File: src/rtl/branch_redirect_ctrl_pkg.sv
// branch_redirect_ctrl_pkg: opcodes, FSM state encodings and helpers shared by the
// redirect controller and the future hazard unit.
`default_nettype none

package branch_redirect_ctrl_pkg;

    localparam logic [6:0] OPC_BRANCH = 7'b1100011;
    localparam logic [6:0] OPC_JAL    = 7'b1101111;
    localparam logic [6:0] OPC_JALR   = 7'b1100111;

    typedef enum logic [1:0] {
        ST_IDLE     = 2'd0,
        ST_REDIRECT = 2'd1,
        ST_SQUASH   = 2'd2
    } state_e;

    function automatic logic is_jump(input logic [6:0] opc);
        return (opc == OPC_JAL) || (opc == OPC_JALR);
    endfunction

endpackage

`default_nettype wire

File: src/rtl/branch_redirect_ctrl_if.sv
// branch_redirect_ctrl_if: EX-side inputs and fetch/flush outputs of the redirect
// controller; master = pipeline side, slave = controller.
`default_nettype none

interface branch_redirect_ctrl_if #(
    parameter int XLEN = 32
);
    logic            ex_valid;
    logic [6:0]      ex_opcode;
    logic            ex_branch;
    logic [XLEN-1:0] ex_target;
    logic            stall;
    logic            fetch_ready;
    logic            redirect_valid;
    logic [XLEN-1:0] redirect_pc;
    logic            flush_if;
    logic            flush_id;
    logic            ex_squash;

    modport master (
        output ex_valid, ex_opcode, ex_branch, ex_target, stall, fetch_ready,
        input  redirect_valid, redirect_pc, flush_if, flush_id, ex_squash
    );

    modport slave (
        input  ex_valid, ex_opcode, ex_branch, ex_target, stall, fetch_ready,
        output redirect_valid, redirect_pc, flush_if, flush_id, ex_squash
    );
endinterface

`default_nettype wire

File: src/rtl/branch_redirect_ctrl_sat_counter.sv
// sat_counter: W-bit up-counter that sticks at all-ones; cleared by rst or clear.
`default_nettype none

module sat_counter #(
    parameter int W = 32
) (
    input  wire logic         clk,
    input  wire logic         rst,
    input  wire logic         inc_i,
    input  wire logic         clear_i,
    output logic [W-1:0]      count_o
);
    logic [W-1:0] count_q;

    always_ff @(posedge clk) begin
        if (rst || clear_i) begin
            count_q <= '0;
        end else if (inc_i && (count_q != {W{1'b1}})) begin
            count_q <= count_q + 1'b1;
        end
    end

    assign count_o = count_q;
endmodule

`default_nettype wire

File: src/rtl/branch_redirect_ctrl.sv
// branch_redirect_ctrl: EX-resolved redirect sequencing (flush, held redirect, squash window).
// Optional statistics counters are enabled by defining BRANCH_STATS_EN.
`default_nettype none

module branch_redirect_ctrl
    import branch_redirect_ctrl_pkg::*;
#(
    parameter int XLEN      = 32,
    parameter int FETCH_LAT = 2,
    parameter int CNT_W     = 32
) (
    input  wire logic             clk,
    input  wire logic             rst,
    branch_redirect_ctrl_if.slave bus
`ifdef BRANCH_STATS_EN
    ,
    output logic [CNT_W-1:0]      stat_branches,
    output logic [CNT_W-1:0]      stat_taken,
    output logic [CNT_W-1:0]      stat_jumps
`endif
);
    localparam logic [3:0] LAT_M1 = (FETCH_LAT == 0) ? 4'd0 : 4'(FETCH_LAT - 1);

    state_e          state_q, state_d;
    logic [3:0]      sq_cnt_q, sq_cnt_d;
    logic [XLEN-1:0] redirect_pc_q, redirect_pc_d;
    logic            w_take;
    logic            w_rv, w_fi, w_fd, w_sq;

    // Branches seen while stalled are deferred until EX actually advances.
    assign w_take = (state_q == ST_IDLE) & ~rst & bus.ex_valid & ~bus.stall & bus.ex_branch;

    always_ff @(posedge clk) begin
        if (rst) begin
            state_q       <= ST_IDLE;
            sq_cnt_q      <= '0;
            redirect_pc_q <= '0;
        end else begin
            state_q       <= state_d;
            sq_cnt_q      <= sq_cnt_d;
            redirect_pc_q <= redirect_pc_d;
        end
    end

    always_comb begin
        state_d       = state_q;
        sq_cnt_d      = sq_cnt_q;
        redirect_pc_d = redirect_pc_q;
        w_rv          = 1'b0;
        w_fi          = 1'b0;
        w_fd          = 1'b0;
        w_sq          = 1'b0;
        case (state_q)
            ST_IDLE: begin
                if (w_take) begin
                    w_fi          = 1'b1;
                    w_fd          = 1'b1;
                    redirect_pc_d = {bus.ex_target[XLEN-1:1], 1'b0};
                    state_d       = ST_REDIRECT;
                end
            end
            ST_REDIRECT: begin
                w_rv = 1'b1;
                w_fi = 1'b1;
                w_sq = 1'b1;
                if (bus.fetch_ready) begin
                    if (FETCH_LAT == 0) begin
                        state_d = ST_IDLE;
                    end else begin
                        sq_cnt_d = LAT_M1;
                        state_d  = ST_SQUASH;
                    end
                end
            end
            ST_SQUASH: begin
                w_fi = 1'b1;
                w_sq = 1'b1;
                if (sq_cnt_q == 4'd0) begin
                    state_d = ST_IDLE;
                end else begin
                    sq_cnt_d = sq_cnt_q - 4'd1;
                end
            end
            default: state_d = ST_IDLE;
        endcase
        // Reset silences everything in the cycle it is applied, whatever the state.
        if (rst) begin
            w_rv = 1'b0;
            w_fi = 1'b0;
            w_fd = 1'b0;
            w_sq = 1'b0;
        end
    end

    assign bus.redirect_valid = w_rv;
    assign bus.redirect_pc    = redirect_pc_q;
    assign bus.flush_if       = w_fi;
    assign bus.flush_id       = w_fd;
    assign bus.ex_squash      = w_sq;

`ifdef BRANCH_STATS_EN
    logic w_evt, w_is_br;

    assign w_evt   = bus.ex_valid & ~bus.stall & (state_q == ST_IDLE);
    assign w_is_br = w_evt & (bus.ex_opcode == OPC_BRANCH);

    sat_counter #(.W(CNT_W)) u_cnt_branches (
        .clk(clk), .rst(rst), .inc_i(w_is_br), .clear_i(1'b0), .count_o(stat_branches)
    );
    sat_counter #(.W(CNT_W)) u_cnt_taken (
        .clk(clk), .rst(rst), .inc_i(w_is_br & bus.ex_branch), .clear_i(1'b0), .count_o(stat_taken)
    );
    sat_counter #(.W(CNT_W)) u_cnt_jumps (
        .clk(clk), .rst(rst), .inc_i(w_evt & is_jump(bus.ex_opcode)), .clear_i(1'b0),
        .count_o(stat_jumps)
    );
`endif
endmodule

`default_nettype wire

File: src/flat_wrapper.sv
// flat-port wrapper written by rule: the top's interface ports become plain ports
module branch_redirect_ctrl_flat import branch_redirect_ctrl_pkg::*;
#(
    parameter int XLEN      = 32,
    parameter int FETCH_LAT = 2,
    parameter int CNT_W     = 32
)
  (clk, rst, bus_ex_valid, bus_ex_opcode, bus_ex_branch, bus_ex_target, bus_stall, bus_fetch_ready, bus_redirect_valid, bus_redirect_pc, bus_flush_if, bus_flush_id, bus_ex_squash);
  branch_redirect_ctrl_if #(.XLEN(XLEN)) bus_i ();
  input  wire logic clk;
  input  wire logic rst;
  input wire logic [$bits(bus_i.ex_valid)-1:0] bus_ex_valid;
  input wire logic [$bits(bus_i.ex_opcode)-1:0] bus_ex_opcode;
  input wire logic [$bits(bus_i.ex_branch)-1:0] bus_ex_branch;
  input wire logic [$bits(bus_i.ex_target)-1:0] bus_ex_target;
  input wire logic [$bits(bus_i.stall)-1:0] bus_stall;
  input wire logic [$bits(bus_i.fetch_ready)-1:0] bus_fetch_ready;
  output wire logic [$bits(bus_i.redirect_valid)-1:0] bus_redirect_valid;
  output wire logic [$bits(bus_i.redirect_pc)-1:0] bus_redirect_pc;
  output wire logic [$bits(bus_i.flush_if)-1:0] bus_flush_if;
  output wire logic [$bits(bus_i.flush_id)-1:0] bus_flush_id;
  output wire logic [$bits(bus_i.ex_squash)-1:0] bus_ex_squash;
  assign bus_i.ex_valid = bus_ex_valid;
  assign bus_i.ex_opcode = bus_ex_opcode;
  assign bus_i.ex_branch = bus_ex_branch;
  assign bus_i.ex_target = bus_ex_target;
  assign bus_i.stall = bus_stall;
  assign bus_i.fetch_ready = bus_fetch_ready;
  assign bus_redirect_valid = bus_i.redirect_valid;
  assign bus_redirect_pc = bus_i.redirect_pc;
  assign bus_flush_if = bus_i.flush_if;
  assign bus_flush_id = bus_i.flush_id;
  assign bus_ex_squash = bus_i.ex_squash;
  branch_redirect_ctrl #(.XLEN(XLEN), .FETCH_LAT(FETCH_LAT), .CNT_W(CNT_W)) u_core (.clk(clk), .rst(rst), .bus(bus_i));
endmodule
File: config.mk
export PLATFORM = sky130hd
export DESIGN_NAME = branch_redirect_ctrl_flat
export DESIGN_NICKNAME = d
export VERILOG_FILES = /design/src/rtl/branch_redirect_ctrl_pkg.sv /design/src/rtl/branch_redirect_ctrl_if.sv /design/src/rtl/branch_redirect_ctrl_sat_counter.sv /design/src/rtl/branch_redirect_ctrl.sv /design/src/flat_wrapper.sv
export SDC_FILE = /design/constraint.sdc
export NUM_CORES = 1
export LEC_CHECK = 0
export CELL_PAD_IN_SITES_DETAIL_PLACEMENT = 0
export CELL_PAD_IN_SITES_GLOBAL_PLACEMENT = 1
export CORE_MARGIN = 8
export CORE_UTILIZATION = 27
export CTS_BUF_LIST = sky130_fd_sc_hd__clkbuf_16
export DETAILED_ROUTE_END_ITERATION = 16
export GPL_TIMING_DRIVEN = 0
export PLACE_DENSITY_LB_ADDON = 0.1
export SETUP_SLACK_MARGIN = 0.5
export SYNTH_ARGS = -nofsm -noshare
export SYNTH_HDL_FRONTEND = slang
export SYNTH_HIERARCHICAL = 1
export SYNTH_SLANG_ARGS = --single-unit
File: constraint.sdc
create_clock -name clk -period 1.5 [get_ports clk]
set_input_delay 0.3 -clock clk [delete_from_list [all_inputs] [get_ports clk]]
set_output_delay 0.3 -clock clk [all_outputs]
set_load 0.05 [all_outputs]
=== Yosys cells after proc, flatten, opt, wreduce, memory -nomap -nowiden ===
Cells that the tools add are included.

* Add/subtract/negate cells: 1
* Bitwise gates (word level): 6
* Reductions and logical operators: 7
* Eq/ne operators: 6
* Muxes and demuxes: 16

{| class="wikitable"
|+ Operator list
! kind !! number
|-
| 1-bit two-way mux || 8
|-
| 4-bit two-way mux || 2
|-
| 4-bit one-hot mux with 2 select lines || 1
|-
| 2-bit two-way mux || 3
|-
| 2-bit one-hot mux with 3 select lines || 1
|-
| 3-bit AND reduction || 2
|-
| 1-bit bitwise AND || 4
|-
| 4-bit logical NOT || 1
|-
| 2-bit by 1-bit inequality test with 1-bit output (second input constant) || 2
|-
| 2-bit inequality test (second input constant) || 2
|-
| 4-bit by 1-bit subtractor with 4-bit output (second input constant) || 1
|-
| 2-bit by 1-bit == test with 1-bit output (second input constant) || 1
|-
| 2-bit == test (second input constant) || 1
|-
| 2-bit logical NOT || 1
|-
| 1-bit NOT || 2
|-
| 1-bit one-hot mux with 2 select lines || 1
|-
| 2-bit AND reduction || 1
|-
| 2-bit nonzero test || 1
|-
| 2-bit OR reduction || 1
|}

* Bits in registers: 37
* Word-level logic and storage cells: 39

=== Logic depth before layout (Yosys ltp) ===
* Depth after elaboration: 8
* Gate-level depth with buffers: 7
* Mapped depth without buffers: 6

=== Worst setup path before layout ===
OpenSTA, ideal clock, no wires.

* Path type: register -> output
* Start point: register u_core.state_q[0]
* End point: output bus_flush_if
* Path buffers: 0
* Setup slack: -1.057 ns
* Arrival time: 2.257 ns
* Stages on the path, launching flop included: 6
* Cell sequence: dfxtp_1 > inv_1 > ha_1 > nor2b_1 > nor2_1 > nor2_1

* Cells in the longest elaborated chain, start to end: 8
* Elaborated cells on any way between the ends: 11
* Classes of those cells: eq/ne (2); mux (3); bitwise (4); reduce/logical (2)

{| class="wikitable"
|+ Ends and longest elaborated chain
! element !! RTL line !! RTL
|-
| start, declared || branch_redirect_ctrl.sv:24 || <nowiki>state_e state_q, state_d;</nowiki>
|-
| start signal, assigned || branch_redirect_ctrl.sv:39 || <nowiki>state_q <= state_d;</nowiki>
|-
| 2-bit logical NOT || branch_redirect_ctrl.sv:31, branch_redirect_ctrl.sv:53 ||
|-
| 1-bit bitwise AND (4 in a row) || branch_redirect_ctrl.sv:31 || <nowiki>assign w_take = (state_q == ST_IDLE) & ~rst & bus.ex_valid & ~bus.stall & bus.ex_branch;</nowiki>
|-
| 1-bit two-way mux || branch_redirect_ctrl.sv:55 || <nowiki>if (w_take) begin</nowiki>
|-
| 1-bit one-hot mux with 2 select lines (*) || branch_redirect_ctrl.sv:53 || <nowiki>case (state_q)</nowiki>
|-
| 1-bit two-way mux (*) || branch_redirect_ctrl.sv:87 || <nowiki>if (rst) begin</nowiki>
|-
| end, declared || flat_wrapper.sv:20 || <nowiki>output wire logic [$bits(bus_i.flush_if)-1:0] bus_flush_if;</nowiki>
|}

Mark *: on every way between the ends. The rest lies on a longest branch, timed or not.

=== Worst setup path after layout ===
* Start point: register u_core.state_q[1]
* End point: output bus_flush_if

The elaborated chain is that of the path after synthesis.

==> reports/qor.yml <==
setup_path:
  cp-startpoint: "u_core/state_q[1]"
  reg2reg_to: "u_core/bus.redirect_pc[6]"
  end_kind: "primary output"
  critPathKind: "reg2out"
  crit_buf_inv: 4
  crit_end: "bus_flush_if"
  reg2reg_from: "u_core/state_q[0]"
  cp_num_cells: 8
  reg2regPathDepth: 11
  start_kind: "register"
  cp_top_family: "buffers and inverters"
  crit_arrival_ps: 1380
  rrSetupSlack_ps: -120
  cpPeakStageDelay_ps: 350
  crit_fanout: 3
  crit_path_frequent_cell: "nor2_4"
  worstPathCellList: "inv_4, ha_4, nand2_8, clkinv_8, buf_12, nor2_4, nor2_4, buf_8"
  crit_required_ps: 1200
  cp_slowest_cell: "dfxtp_2"
floorplanning:
  die_h_um: 92.1
  pin_count: 81
  start_util_pct: 28.2
  rows: 27
  die_area_um2: 8470
  core_um2: 5540
  die_w_um: 92.1
logic_synthesis:
  yosys-top-cells-area: "dfxtp_1 (47%), nand2_1 (15%), a21oi_1 (11%)"
  synth_edf_count: 0
  synth_area_um2: 1560
  synth_nets: 241
  avgSynthCellArea_um2: 8.31
  synthCells: 188
  ys_seq_area_share_pct: 47.4
  synth_area_leader_cell: "dfxtp_1"
  yosys_warnings: 6
  synth_ff_type: "dfxtp_1"
  synthDistinctLibCells: 27
  synth-seq-cells: 37
  synth.top_cell.area_share_pct: 47.4
  synthArstFlopShare_pct: 0
finish:
  multiInputGateArea_um2: 1170
  drive_above_1_share_pct: 70.0
  antenna_cells: 0
  syn_to_final_growth_pct: 140
  stdcell_count: 382
  fillerInstances: 431
  stdcell_area_um2: 3740
  regArea_um2: 860
  final_nets: 363
pwr:
  p_leak_uw: 0.00145
  irDropWorstVdd_uv: 667
  p_per_area_nw_per_um2: 1010
  p_total_uw: 3790
clock_network:
  numCtsBuffers: 5
  cts_tree: "built"
  clock_latency_ps: 270
  clock_path_buffers: 2
  cts_sinks: 37
  root_buffer: "clkbuf_16"
  htree_levels: 2
  cts-hold-fix-buffers: 0
  cts.clk_slew.worst_paths_ps: 50
sta:
  rsz0062_at_grt: "true"
  max_slew.worst_pin.slew_ps: 711
  drv_slew: 0
  max_slew_margin_pct: 52.6
  setup-violations-final: 34
  setup_ws_ps: -180
  final_hold_viol_count: 0
  fin_skew_ps: 3.37
  period_share_pct: 112
  clock.fmax_mhz: 595
  min_period_ps: 1680
placement:
  dp_hpwl_um: 3340
  portBuffers: 71
  dpl_cell_area_um2: 2480
  dp_cells: 331
  finalWeightedCongestion: 0.744
routing:
  wirelength_um: 5490
  post_drt_wl_per_cell_um: 14.4
  drc: 0
  drt_iter0_drc: 38
  ant_nets: 0
  routed_via_density: 4.44
  num_vias: 1696
  first_pass_iters: 4
global_route:
  grt_pass1_wl_um: 8520
  overflow: 0
  grt_pass1_vias: 1685
  antenna_found_initial: 0
  grt_max_degree: 11
  track_usage_pct: 12.4
hold_path:
  hold_depth: 3
  hold_class: "in2reg"
run_status:
  status: "complete, but fails checks"
  violations: "setup timing"
job:
  drv_cap: 0
==> cell type report <==
class	count	area share, %
Buffer	11	3.61
Clock buffer	5	3.34
Clock inverter	2	0.201
Inverter	8	1.27
Multi-Input combinational cell	132	31.3
Sequential cell	37	23.0
Tap cell	72	2.41
Timing Repair Buffer	115	34.9
==> routing by layer <==
metal / up-vias / track usage, % / part of all wire [%] / wire length, um
met5: - / 0 / 0 / 0
met4: 0 / 3.22 / 0.55 / 30
met3: 4 / 6.28 / 8.3 / 456
met2: 55 / 20.1 / 50 / 2720
met1: 782 / 14.0 / 41 / 2280
li1: 855 / - / - / -
==> how the worst min path moves through the flow <==
stage | slack (ps) | startpoint | to
6_report | 420 | rst | u_core/bus.redirect_pc[3]
5_1_grt | 430 | rst | u_core/bus.redirect_pc[3]
4_1_cts | 430 | rst | u_core/bus.redirect_pc[1]
3_5_place_dp | 450 | u_core/bus.redirect_pc[17] | u_core/bus.redirect_pc[17]
3_3_place_gp | 440 | u_core/bus.redirect_pc[3] | u_core/bus.redirect_pc[3]
2_1_floorplan | 430 | bus_ex_target[24] | u_core/bus.redirect_pc[24]
==> through the flow <==
| step | TNS [ps] | hold WS (ps) | utilization, % | worst slack, ps |
|---|---|---|---|---|
| after floorplan | -164 | 427 | - | -164 |
| after global placement | -13130 | 442 | 44.8 | -1290 |
| after detailed placement | -13000 | 446 | 44.8 | -1290 |
| after CTS | -4680 | 430 | 55.0 | -206 |
| after global routing | -5120 | 431 | 67.5 | -230 |
| final | -3400 | 421 | 67.5 | -180 |
==> flip-flops by register name (all words and copies together) (netlist names) <==
signal / count
u_core/sq_cnt_q: 4
u_core/bus.redirect_pc: 31
u_core/state_q: 2
==> Yosys cell counts, types with 2 or more instances <==
cell type and number:
nor2_1 7, nand2_1 63, buf_2 3, mux2i_1 4
clkbuf_1 3, nand3b_1 2, nor2b_1 2, a21oi_1 34
ha_1 8, inv_1 7, buf_6 3, dfxtp_1 37
==> placed cells by master (no fill, tap or decap), types with 3 or more instances in the layout <==
master	count
clkbuf_16	7
nor2_1	5
clkbuf_1	3
dfxtp_2	5
clkdlybuf4s50_1	32
nand2_1	24
ha_1	5
inv_1	3
buf_6	6
buf_12	8
a21oi_1	4
a21oi_2	30
nand2_2	10
nand2_4	29
ha_4	3
inv_2	3
buf_4	37
buf_8	32
mux2i_1	3
dfxtp_4	30
==> report_power, final <==
| group | internal (uW) | total [uW] | switching, uW |
|---|---|---|---|
| combinational | 904 | 1700 | 795 |
| sequential | 1040 | 1130 | 89.7 |
| clock | 593 | 958 | 365 |
==> logic make-up after synthesis <==
group,Yosys count,synth area share [%]
buffers and inverters,19,7.21
XOR/XNOR,1,0.561
flip-flops,37,47.4
AO/OA/AOI/OAI,39,13.8
adder cells (fa/ha/maj),8,6.41
AND/OR/NAND/NOR,79,21.8
multiplexers,4,2.56
other,1,0.240
==> what timing repair did <==
item / in CTS / in global routing
cloned: 3 / 2
gates resized for setup: 334 / 134
endpoints found under the setup margin: 72 / 72
setup buffers: 17 / 22
pin swaps: 7 / 62
==> worst reg2reg max path: cells and delay by family (launching register included) <==
kind,cells,cell delay [ps]
compound gates,1,50
fa+ha+maj,1,150
buf+inv,7,810
flops,1,360
simple gates,2,120
Note: power is estimated with default switching activity, not from simulation.
